<file path="src/rtl/mdu_ctrl.sv">
// Multi-cycle multiply/divide unit with HI/LO registers: 32-step shift-add
// multiply, 32-step restoring divide, sign fix-up in a final FIX cycle.
module mdu_ctrl #(
  parameter int WIDTH = 32
) (
  input  logic             CLK,
  input  logic             RESET_N,
  input  logic             start,
  input  logic [5:0]       funct,
  input  logic [WIDTH-1:0] A,
  input  logic [WIDTH-1:0] B,
  input  logic             cancel,
  output logic             busy,
  output logic             done,
  output logic [WIDTH-1:0] HI,
  output logic [WIDTH-1:0] LO
);

  localparam logic [5:0] F_MULT  = 6'b011000;
  localparam logic [5:0] F_MULTU = 6'b011001;
  localparam logic [5:0] F_DIV   = 6'b011010;
  localparam logic [5:0] F_DIVU  = 6'b011011;
  localparam logic [5:0] F_MTHI  = 6'b010001;
  localparam logic [5:0] F_MTLO  = 6'b010011;
  localparam logic [5:0] LAST    = 6'(WIDTH - 1);

  typedef enum logic [1:0] {S_IDLE, S_MUL, S_DIV, S_FIX} state_t;

  state_t               state_q, state_d;
  logic [5:0]           cnt_q, cnt_d;
  logic [2*WIDTH-1:0]   work_q, work_d;
  logic [WIDTH-1:0]     opnd_q, opnd_d;
  logic                 neg_q, neg_d;
  logic                 rneg_q, rneg_d;
  logic                 is_div_q, is_div_d;
  logic                 wr_q, wr_d;
  logic                 busy_q, busy_d;
  logic                 done_q, done_d;
  logic [WIDTH-1:0]     hi_q, hi_d;
  logic [WIDTH-1:0]     lo_q, lo_d;

  logic                 sgn_op, a_neg, b_neg;
  logic [WIDTH-1:0]     mag_a, mag_b;
  logic [WIDTH:0]       mul_sum, div_rem, div_diff;
  logic                 div_ge;
  logic [2*WIDTH-1:0]   mul_next, div_next, prod;
  logic [WIDTH-1:0]     quo, rmd;

  assign sgn_op = (funct == F_MULT) || (funct == F_DIV);
  assign a_neg  = sgn_op & A[WIDTH-1];
  assign b_neg  = sgn_op & B[WIDTH-1];
  assign mag_a  = a_neg ? -A : A;
  assign mag_b  = b_neg ? -B : B;

  // Multiply: multiplier sits in the low half and shifts out as the product shifts in.
  assign mul_sum  = {1'b0, work_q[2*WIDTH-1:WIDTH]} + (work_q[0] ? {1'b0, opnd_q} : '0);
  assign mul_next = {mul_sum, work_q[WIDTH-1:1]};

  // Divide: partial remainder in the high half, quotient bits enter at bit 0.
  assign div_rem  = {work_q[2*WIDTH-1:WIDTH], work_q[WIDTH-1]};
  assign div_diff = div_rem - {1'b0, opnd_q};
  assign div_ge   = ~div_diff[WIDTH];
  assign div_next = {div_ge ? div_diff[WIDTH-1:0] : div_rem[WIDTH-1:0],
                     work_q[WIDTH-2:0], div_ge};

  assign prod = neg_q  ? -work_q : work_q;
  assign quo  = neg_q  ? -work_q[WIDTH-1:0] : work_q[WIDTH-1:0];
  assign rmd  = rneg_q ? -work_q[2*WIDTH-1:WIDTH] : work_q[2*WIDTH-1:WIDTH];

  always_comb begin
    state_d  = state_q;
    cnt_d    = cnt_q;
    work_d   = work_q;
    opnd_d   = opnd_q;
    neg_d    = neg_q;
    rneg_d   = rneg_q;
    is_div_d = is_div_q;
    wr_d     = wr_q;
    busy_d   = busy_q;
    done_d   = 1'b0;
    hi_d     = hi_q;
    lo_d     = lo_q;

    case (state_q)
      S_IDLE: begin
        if (start && !cancel) begin
          case (funct)
            F_MULT, F_MULTU: begin
              work_d   = {{WIDTH{1'b0}}, mag_b};
              opnd_d   = mag_a;
              neg_d    = a_neg ^ b_neg;
              rneg_d   = 1'b0;
              is_div_d = 1'b0;
              wr_d     = 1'b1;
              cnt_d    = '0;
              busy_d   = 1'b1;
              state_d  = S_MUL;
            end
            F_DIV, F_DIVU: begin
              is_div_d = 1'b1;
              busy_d   = 1'b1;
              cnt_d    = '0;
              if (B == '0) begin
                // Divide by zero: one busy cycle through FIX with the write disabled.
                wr_d    = 1'b0;
                state_d = S_FIX;
              end else begin
                work_d  = {{WIDTH{1'b0}}, mag_a};
                opnd_d  = mag_b;
                neg_d   = a_neg ^ b_neg;
                rneg_d  = a_neg;
                wr_d    = 1'b1;
                state_d = S_DIV;
              end
            end
            F_MTHI:  hi_d = A;
            F_MTLO:  lo_d = A;
            default: ;
          endcase
        end
      end
      S_MUL: begin
        work_d = mul_next;
        cnt_d  = cnt_q + 6'd1;
        if (cnt_q == LAST) state_d = S_FIX;
      end
      S_DIV: begin
        work_d = div_next;
        cnt_d  = cnt_q + 6'd1;
        if (cnt_q == LAST) state_d = S_FIX;
      end
      S_FIX: begin
        state_d = S_IDLE;
        busy_d  = 1'b0;
        done_d  = 1'b1;
        if (wr_q) begin
          if (is_div_q) begin
            hi_d = rmd;
            lo_d = quo;
          end else begin
            {hi_d, lo_d} = prod;
          end
        end
      end
      default: state_d = S_IDLE;
    endcase

    // A flush aborts anything in flight, including the FIX write.
    if (cancel && state_q != S_IDLE) begin
      state_d = S_IDLE;
      busy_d  = 1'b0;
      done_d  = 1'b0;
      hi_d    = hi_q;
      lo_d    = lo_q;
    end
  end

  always_ff @(posedge CLK or negedge RESET_N) begin
    if (!RESET_N) begin
      state_q  <= S_IDLE;
      cnt_q    <= '0;
      work_q   <= '0;
      opnd_q   <= '0;
      neg_q    <= 1'b0;
      rneg_q   <= 1'b0;
      is_div_q <= 1'b0;
      wr_q     <= 1'b0;
      busy_q   <= 1'b0;
      done_q   <= 1'b0;
      hi_q     <= '0;
      lo_q     <= '0;
    end else begin
      state_q  <= state_d;
      cnt_q    <= cnt_d;
      work_q   <= work_d;
      opnd_q   <= opnd_d;
      neg_q    <= neg_d;
      rneg_q   <= rneg_d;
      is_div_q <= is_div_d;
      wr_q     <= wr_d;
      busy_q   <= busy_d;
      done_q   <= done_d;
      hi_q     <= hi_d;
      lo_q     <= lo_d;
    end
  end

  assign busy = busy_q;
  assign done = done_q;
  assign HI   = hi_q;
  assign LO   = lo_q;

endmodule

</file>
<file path="config.mk">
export PLATFORM = sky130hd
export DESIGN_NAME = mdu_ctrl
export DESIGN_NICKNAME = d
export VERILOG_FILES = /design/src/rtl/mdu_ctrl.sv
export SDC_FILE = /design/constraint.sdc
export NUM_CORES = 1
export LEC_CHECK = 0
export ABC_AREA = 1
export CORE_MARGIN = 2
export CORE_UTILIZATION = 40
export DETAILED_ROUTE_END_ITERATION = 10
export GPL_ROUTABILITY_DRIVEN = 1
export PLACE_DENSITY = 0.68
export SETUP_SLACK_MARGIN = 0.15
export SYNTH_ARGS = -nofsm -noshare
export SYNTH_HDL_FRONTEND = slang
export SYNTH_SLANG_ARGS = --single-unit
export TNS_END_PERCENT = 10
</file>
<file path="constraint.sdc">
create_clock -name CLK -period 2.85 [get_ports CLK]
set_input_delay 0.57 -clock CLK [delete_from_list [all_inputs] [get_ports CLK]]
set_output_delay 0.57 -clock CLK [all_outputs]
set_load 0.01 [all_outputs]
</file>
Word-level counts from Yosys, hierarchy flattened --
Index checks and enable logic that the tools add are counted.
Storage, ports and cells: register bits after elaboration 174, bits in latches 0, memory bits (writable) 0, memory bits (read-only) 0, bits of input ports 74, output and inout port bits 66, logic and storage cells 116, memories kept 0
Cells by class: $add $sub $neg 8, multipliers 0, divide/modulo/power cells 0, order comparisons 0, equality and inequality tests 22, shift-type cells 0, muxes and demuxes 45, bitwise logic cells 5, reductions and logical operators 24
Operator list (count):
- 2-to-1 mux 32 bit | 15
- 2-to-1 mux 64 bit | 3
- case mux 32 bit (2 select lines) | 3
- case mux 64 bit (3 select lines) | 1
- negator 32 bit | 4
- case mux 64 bit (2 select lines) | 1
- negator 64 bit | 1
- == test 6 x 5 -> 1 bit (second input constant) | 7
- adder 32 x 32 -> 33 bit | 1
- subtractor 33 x 32 -> 33 bit | 1
- zero test 32 bit | 1
- 2-to-1 mux 6 bit | 2
- case mux 6 bit (2 select lines) | 1
- AND reduction 3 bit | 4
- case mux 1 bit (2 select lines) | 5
- AND reduction 5 bit | 2
- 2-to-1 mux 1 bit | 9
- inequality test 3 bit (second input constant) | 3
- inequality test 2 bit (second input constant) | 4
- AND reduction 4 bit | 2
- nonzero test 2 bit | 4
- adder 6 x 1 -> 6 bit (second input constant) | 1
- 2-to-1 mux 2 bit | 3
- inequality test 3 x 1 -> 1 bit (second input constant) | 2
- other kinds (16) | 24

Longest topological paths before layout --
Gate-level depths: netlist (run 1).
depth in word-level cells 8, depth in mapped cells 20, depth with buffers taken out 19

Worst setup path before layout (run 1) --
No wires, ideal clock.
path type register to register, start register work_q[0], end register work_q[61], library setup time 0.117 ns, arrival 2.379 ns, required time 2.733 ns, slack 0.355 ns, stages on the path, launching flop included 18, buffers on the path 2, period minus slack after synthesis 2.495 ns, cell sequence dfrtp_1 buf_2 clkbuf_1 nand2_1 inv_1 ha_1 inv_1 fa_1 o21ai_1 a21oi_1 o21ai_1 nand2_1 nand2_1 nand2_1 nand3_1 nand2_1 nand2_1 nand2_1
Between the ends: longest elaborated chain between the ends 3
Ends and longest elaborated chain:
- from (decl) | RTL line 31 | logic [2*WIDTH-1:0] work_q, work_d;
- from (signal assigned) | RTL line 175 | work_q <= work_d;
- 2-to-1 mux 32 bit | RTL line 56 | assign mul_sum = {1'b0, work_q[2*WIDTH-1:WIDTH]} + (work_q[0] ? {1'b0, opnd_q} : '0);
- adder 32 x 32 -> 33 bit | RTL line 56
- case mux 64 bit (3 select lines) | RTL line 84 | case (state_q)
No other way between the ends. A chain may end at the register's enable or synchronous reset.

Final worst setup path (run 1) --
start register opnd_q[5], end register work_q[39]
Between the ends: longest elaborated chain between the ends 3, elaborated cells on any way between the ends 5, classes of those cells add/sub (2); mux (3)
Ends and longest elaborated chain:
- from (decl) | RTL line 32 | logic [WIDTH-1:0] opnd_q, opnd_d;
- from (signal assigned) | RTL line 176 | opnd_q <= opnd_d;
- subtractor 33 x 32 -> 33 bit or 2-to-1 mux 32 bit (tied branches) | RTL line 61, 56
- 2-to-1 mux 32 bit or adder 32 x 32 -> 33 bit (tied branches) | RTL line 63, 56
- case mux 64 bit (3 select lines) (*) | RTL line 84
Mark *: on every way between the ends. The rest lies on a longest branch, timed or not.

==> impl_metrics.env, run 1 <==
export IMPL_status="complete, no violations"
export IMPL_ant_nets=0
export IMPL_overflow=0
export IMPL_synth_top_area_frac=0.238
export IMPL_antenna_cells=0
export IMPL_dieArea_mm2=0.0475
export IMPL_rsz0062_at_grt="true"
export IMPL_clockPowerShare=0.092
export IMPL_hold_buffers=0
export IMPL_cts_tree="built"
export IMPL_cp_common_cell="nand2_1"
export IMPL_synth_cells=3133
export IMPL_syn_area_mm2=0.0183
export IMPL_clock_latency_ps=480
export IMPL_hold_viol_final=0
export IMPL_skew_ps=18.0
export IMPL_drv_slew=0
export IMPL_crit_arrival_ps=3010
export IMPL_coreArea_mm2=0.0453
export IMPL_grt_max_degree=92
export IMPL_drv_cap=0
export IMPL_p_leak_nw=11.3
export IMPL_post_drt_via_cell_ratio=5.63
export IMPL_crit_type="register to register"
export IMPL_p_int_mw=11.0
export IMPL_synth_top_area_cell="dfrtp_1"
export IMPL_peakVddDrop_uv=613
export IMPL_gp_congestion=1.05
export IMPL_drt_first_pass_iters=8
export IMPL_hp_class="input pin to async pin"
export IMPL_ys_ff_latch=174
export IMPL_synth_main_ff_cell="dfrtp_1"
export IMPL_cpPeakStageDelay_ps=470
export IMPL_io_pins=140
export IMPL_tightest_slew_ps=673
export IMPL_grt_pass1_vias=19900
export IMPL_yosysWarnings=0
export IMPL_synthArstFlopShare=1.00
export IMPL_nNetsFinal=3498
export IMPL_area_growth_pct=20.6
export IMPL_pre_cts_slack_ps=-2.87
export IMPL_powerDensity_mw_per_mm2=1160
export IMPL_die_y_um=218
export IMPL_fin_ws_ps=206
export IMPL_clkTransAtPathRegs_ps=80
export IMPL_p_comb_frac=0.722
export IMPL_switching_share=0.570
export IMPL_endpoint_kind="register"
export IMPL_cts_buffer_depth=2
export IMPL_drt_wl_total_um=83900
export IMPL_seqPwrFrac=0.186
export IMPL_max_freq_mhz=378
export IMPL_synth_edf_count=0
export IMPL_utilization=0.488
export IMPL_grt_pass1_wl_um=124000
export IMPL_syn_avg_cell_area_um2=5.84
export IMPL_grt_use_total=0.348
export IMPL_portBuffers=139
export IMPL_start_kind="register"
export IMPL_power_total_mw=25.6
export IMPL_rows=78
export IMPL_critPathMaxFanout=8
export IMPL_initial_core_util=0.404
export IMPL_seq_area_frac_synth=0.238
export IMPL_crit_required_ps=3210
export IMPL_slew_headroom=0.546
export IMPL_clock_sinks=174
export IMPL_slowest_stage="dfrtp_1"
export IMPL_synth_nets=3282
export IMPL_setup_violations=0
export IMPL_cts_htree_levels=4
export IMPL_post_drt_wl_per_cell_um=21.2
export IMPL_fin_cells=3961
export IMPL_cts_root_buffer="clkbuf_16"
export IMPL_fin_crit_ps=2640
export IMPL_via_count=22300
export IMPL_worstPathCellList="inv_1 > ha_1 > nand2_1 > nor2_2 > nand3b_1 > nand2_2 > nand2_4 > nand2_4 > nand2_4 > nand3_2 > buf_4 > nand3_1 > nand3_1 > nand2_1 > nand2_1 > nand2_1"
export IMPL_cts_made_buffers=17
export IMPL_drc=0
export IMPL_antenna_found_initial=2
export IMPL_final_layout_size_suffix_gt1_frac=0.0899
export IMPL_die_w_um=218
export IMPL_fin_crit_sh=0.928
export IMPL_synth_cell_type_count=50
export IMPL_synth_area_leaders="dfrtp_1 (24%), nand2_1 (20%), nand3_1 (10%)"
export IMPL_dp_cells=3928
export IMPL_place_hpwl_um=69200
export IMPL_initialDrtViolationCount=2935
export IMPL_power_switching_mw=14.6
-- path summary, 6_finish.rpt --
kind	start	end	slack, ps	cells past startpoint
worst min register to register	LO[14]	LO[14]	490	2
worst max-delay path	opnd_q[5]	work_q[39]	210	16
worst max register to register	opnd_q[5]	work_q[39]	210	16
worst min-delay path	RESET_N	work_q[62]	100	1
max in group asynchronous	RESET_N	LO[31]	1980	2
min in group CLK	LO[14]	LO[14]	490	2
-- kinds of logic after synthesis --
| kind of cell | count (synthesis) | synth area share |
|---|---|---|
| AO/OA/AOI/OAI | 470 | 0.147 |
| flip-flops | 174 | 0.238 |
| AND/OR/NAND/NOR | 1855 | 0.430 |
| buffers and inverters | 511 | 0.110 |
| adder cells (fa/ha/maj) | 75 | 0.0521 |
| XOR/XNOR | 48 | 0.0230 |
-- power by group through the flow --
| stage | Clock (mW) | Combinational [mW] | Sequential [mW] |
|---|---|---|---|
| finish | 2.36 | 18.5 | 4.75 |
| global route | 2.46 | 20.2 | 4.81 |
| CTS | 2.37 | 17.8 | 4.66 |
| detailed placement | 0 | 17.7 | 4.70 |
| global placement | 0 | 17.6 | 4.69 |
| floorplan | 0 | 11.1 | 4.51 |
-- cell usage in the layout, fill, tap and decap left out, drive strengths merged, types with 2 or more instances in the layout --
master           n
buf            163
o21bai           5
nor2           387
nand4           38
o2111ai          2
or2             11
o22a             3
nand3b          28
xor2            33
a22oi           23
o21ai          185
xnor2           15
fa               2
o21a             4
o31ai            3
o22ai           34
nand2          991
dfrtp          174
a31oi           28
nor3            26
nand3          372
inv            412
clkbuf          18
clkdlybuf4s50  138
ha              73
a21oi          140
clkinv           7
o211ai          33
a21o             8
-- state kept, by name, indices dropped and copies added, names as in the netlist --
signal	cells
HI	32
is_div_q	1
work_q	64
cnt_q	6
wr_q	1
state_q	2
LO	32
neg_q	1
rneg_q	1
busy	1
opnd_q	32
done	1
-- critical path: cells and delay by family, from the launching register on --
family | cells | cell delay, ps
adders and majority gates | 1 | 380
buffers and inverters | 2 | 330
and+or+nand+nor | 13 | 1340
DFF | 1 | 470
-- through the flow --
| stage | TNS [ps] | hold slack [ps] | cell area (um^2) |
|---|---|---|---|
| finish | 0 | 97.1 | 22100 |
| global route | 0 | 132 | 22100 |
| CTS | 0 | 105 | 21900 |
| detailed placement | -2.87 | 470 | 21400 |
| global placement | 0 | 468 | 21400 |
| floorplan | 0 | 274 | 18300 |
-- routing by layer --
layer  wire length (um)  GRT usage  vias to the layer above
li1                   -          -                    10600
met1              36300      0.502                    10300
met2              34800      0.503                     1221
met3               9750     0.0802                      151
met4               3050      0.124                        2
met5                  8          0                        -
-- final cells by class --
class / count / area, um^2
clock buffer: 17 / 425
clock inverter: 14 / 146
fill: 4877 / 23200
inverter: 406 / 1520
multi-input combinational: 2448 / 12100
sequential: 174 / 4360
tap: 600 / 751
timing repair buffer: 302 / 2790
-- synth_stat cells (2+ instances only) --
library cell and number:
nand3_1 368, o22a_1 3, o21ai_2 5, xnor2_1 15
nor3_1 23, nor2_2 13, dfrtp_1 174, o21ai_0 155
nand3b_1 28, inv_2 16, nor2_4 3, o31ai_1 3
buf_2 37, a21o_1 8, nand3_2 3, o2111ai_1 2
nand2_1 977, o21ai_1 24, a21oi_1 138, o21a_1 4
nand2_2 8, inv_1 389, o22ai_1 34, a22oi_1 23
clkbuf_1 52, o21bai_1 5, buf_4 3, xor2_1 33
fa_1 2, nand2_4 6, buf_1 8, buf_6 5
nand4_1 38, nor3_2 2, o211ai_1 33, a31oi_1 28
ha_1 73, or2_2 10, nor2_1 371
-- timing repair --
item / in CTS / in global routing
endpoints found under the setup margin: 5 / 35
buffers inserted: 0 / 2
pin swaps: 0 / 0
resized for setup: 1 / 39
Power figures use the tool's default switching activity.
==> run 2, diff against run 1 <==
ABC_CLOCK_PERIOD_IN_PS = 2250   (was unset)
PLACE_DENSITY = 0.7   (was 0.68)
clock period = 2.25 ns   (was 2.85 ns; I/O delays follow)
==> impl_metrics.env, run 2 (synthesized netlist as in run 1, its figures left out) <==
export IMPL_status="finished, violations left"
export IMPL_failed_checks="setup timing"
export IMPL_p_leak_nw=13.7
export IMPL_hp_class="input pin to async pin"
export IMPL_cts_tree="built"
export IMPL_wl_met1_um=35900
export IMPL_endpoint_kind="register"
export IMPL_largest_register_ff_count=64
export IMPL_io_pins=140
export IMPL_drv_slew=0
export IMPL_fin_area_mm2=0.0270
export IMPL_whs_ps=412
export IMPL_highest_layer="met4"
export IMPL_cpPeakStageDelay_ps=470
export IMPL_fin_crit_sh=1.09
export IMPL_seqPwrFrac=0.154
export IMPL_place_hpwl_um=70800
export IMPL_power_switching_mw=20.6
export IMPL_powerDensity_mw_per_mm2=1430
export IMPL_clock_latency_ps=490
export IMPL_via_count=24200
export IMPL_place_area_mm2=0.0245
export IMPL_start_kind="register"
export IMPL_area_growth_pct=47.7
export IMPL_crit_arrival_ps=2860
export IMPL_switching_share=0.534
export IMPL_tightest_slew_ps=761
export IMPL_cts_htree_levels=4
export IMPL_post_drt_wl_per_cell_um=20.0
export IMPL_p_int_mw=18.0
export IMPL_die_y_um=218
export IMPL_peakVddDrop_uv=747
export IMPL_drt_first_pass_iters=8
export IMPL_grt_use_total=0.362
export IMPL_drc=0
export IMPL_portBuffers=139
export IMPL_crit_type="register to register"
export IMPL_cts_root_buffer="clkbuf_16"
export IMPL_post_drt_via_cell_ratio=5.53
export IMPL_antenna_found_initial=0
export IMPL_rows=78
export IMPL_utilization=0.597
export IMPL_clockPowerShare=0.080
export IMPL_overflow=0
export IMPL_power_total_mw=38.6
export IMPL_slowest_stage="dfrtp_1"
export IMPL_fillers=4276
export IMPL_initialDrtViolationCount=3128
export IMPL_final_common_cell="nand2_1"
export IMPL_grt_max_degree=92
export IMPL_gp_congestion=1.08
export IMPL_crit_required_ps=2650
export IMPL_top_register="work_q"
export IMPL_met2WireLength_um=37200
export IMPL_critPathMaxFanout=8
export IMPL_grt_pass1_wl_um=130000
export IMPL_final_layout_size_suffix_gt1_frac=0.256
export IMPL_slew_headroom=0.491
export IMPL_rsz0062_at_grt="true"
export IMPL_nNetsFinal=3924
export IMPL_cts_buffer_depth=2
export IMPL_hold_viol_final=0
export IMPL_p_comb_frac=0.766
export IMPL_skew_ps=23.9
export IMPL_drt_wl_total_um=87700
export IMPL_register_area_mm2=0.00437
export IMPL_coreArea_mm2=0.0453
export IMPL_dieArea_mm2=0.0475
export IMPL_multi_input_area_mm2=0.0136
export IMPL_worstPathCellList="ha_4 > nand2_1 > nand2_1 > nand2_1 > nand2_1 > nand2_1 > nand2_2 > a21oi_4 > buf_12 > nand3_4 > buf_12 > buf_8 > nand3_4 > nand3_2 > nand2_1 > nand2_1 > nand2_1"
export IMPL_fin_crit_ps=2460
export IMPL_clkTransAtPathRegs_ps=70
export IMPL_grt_pass1_vias=22200
export IMPL_initial_core_util=0.404
export IMPL_setup_violations=33
export IMPL_antenna_cells=0
export IMPL_pre_cts_slack_ps=-495
export IMPL_cts_made_buffers=17
export IMPL_clock_sinks=174
export IMPL_drv_cap=0
export IMPL_wl_met3_um=9900
export IMPL_fin_ws_ps=-213
export IMPL_layout_common_cells="nand2_1 (939), buf_4 (550), inv_1 (368)"
export IMPL_die_w_um=218
export IMPL_ant_nets=0
export IMPL_cp_common_cell="nand2_1"
export IMPL_max_freq_mhz=406
## run 2: power by group through the flow
stage | Combinational, mW | Clock (mW) | Sequential, mW
after global placement | 25.8 | 0 | 5.80
after detailed placement | 25.9 | 0 | 5.82
after CTS | 27.4 | 3.10 | 5.83
after floorplan | 14.1 | 0 | 5.72
final | 29.5 | 3.09 | 5.94
after global routing | 31.9 | 3.22 | 6.01
## run 2: layout make-up
cell class / instances / area share
Clock inverter: 13 / 0.00541
Multi-Input combinational cell: 2448 / 0.501
Tap cell: 600 / 0.0278
Timing Repair Buffer: 728 / 0.230
Inverter: 406 / 0.0568
Sequential cell: 174 / 0.162
Clock buffer: 19 / 0.0168
## run 2: worst paths after layout
path | startpoint | endpoint | slack [ps] | cells after the start
min in group CLK | LO[22] | LO[22] | 490 | 2
setup reg to reg | work_q[48] | work_q[33] | -210 | 17
hold / removal | RESET_N | opnd_q[27] | 410 | 2
max in group asynchronous | RESET_N | HI[6] | 1160 | 3
setup / recovery | work_q[48] | work_q[33] | -210 | 17
hold reg to reg | LO[22] | LO[22] | 490 | 2
## run 2: through the flow
step	TNS, ps	instances
2_1_floorplan	0	3133
3_3_place_gp	-40300	4328
3_5_place_dp	-43690	4328
4_1_cts	-2400	4377
5_1_grt	-7530	4388
6_report	-3550	4388
## run 2: routing by layer
layer | GRT usage | vias up
li1 | - | 11500
met1 | 0.503 | 11100
met2 | 0.543 | 1398
met3 | 0.0675 | 254
met4 | 0.159 | 0
met5 | 0 | -
## run 2: worst max-delay path, delay by kind of cell (launching register included)
| kind | cells | cell delay, ps |
|---|---|---|
| DFF | 1 | 470 |
| buffers and inverters | 3 | 470 |
| AOI/OAI and AO/OA | 1 | 170 |
| and+or+nand+nor | 12 | 980 |
| adders and majority gates | 1 | 280 |
## run 2: repair_timing
item                                   in CTS  in global routing
hold buffers                                1                  0
pin swaps                                  47                 45
resized for setup                         208                172
gates cloned                                2                  1
setup buffers                              14                 10
endpoints found under the hold margin      24                  0
setup endpoints to repair                 127                163
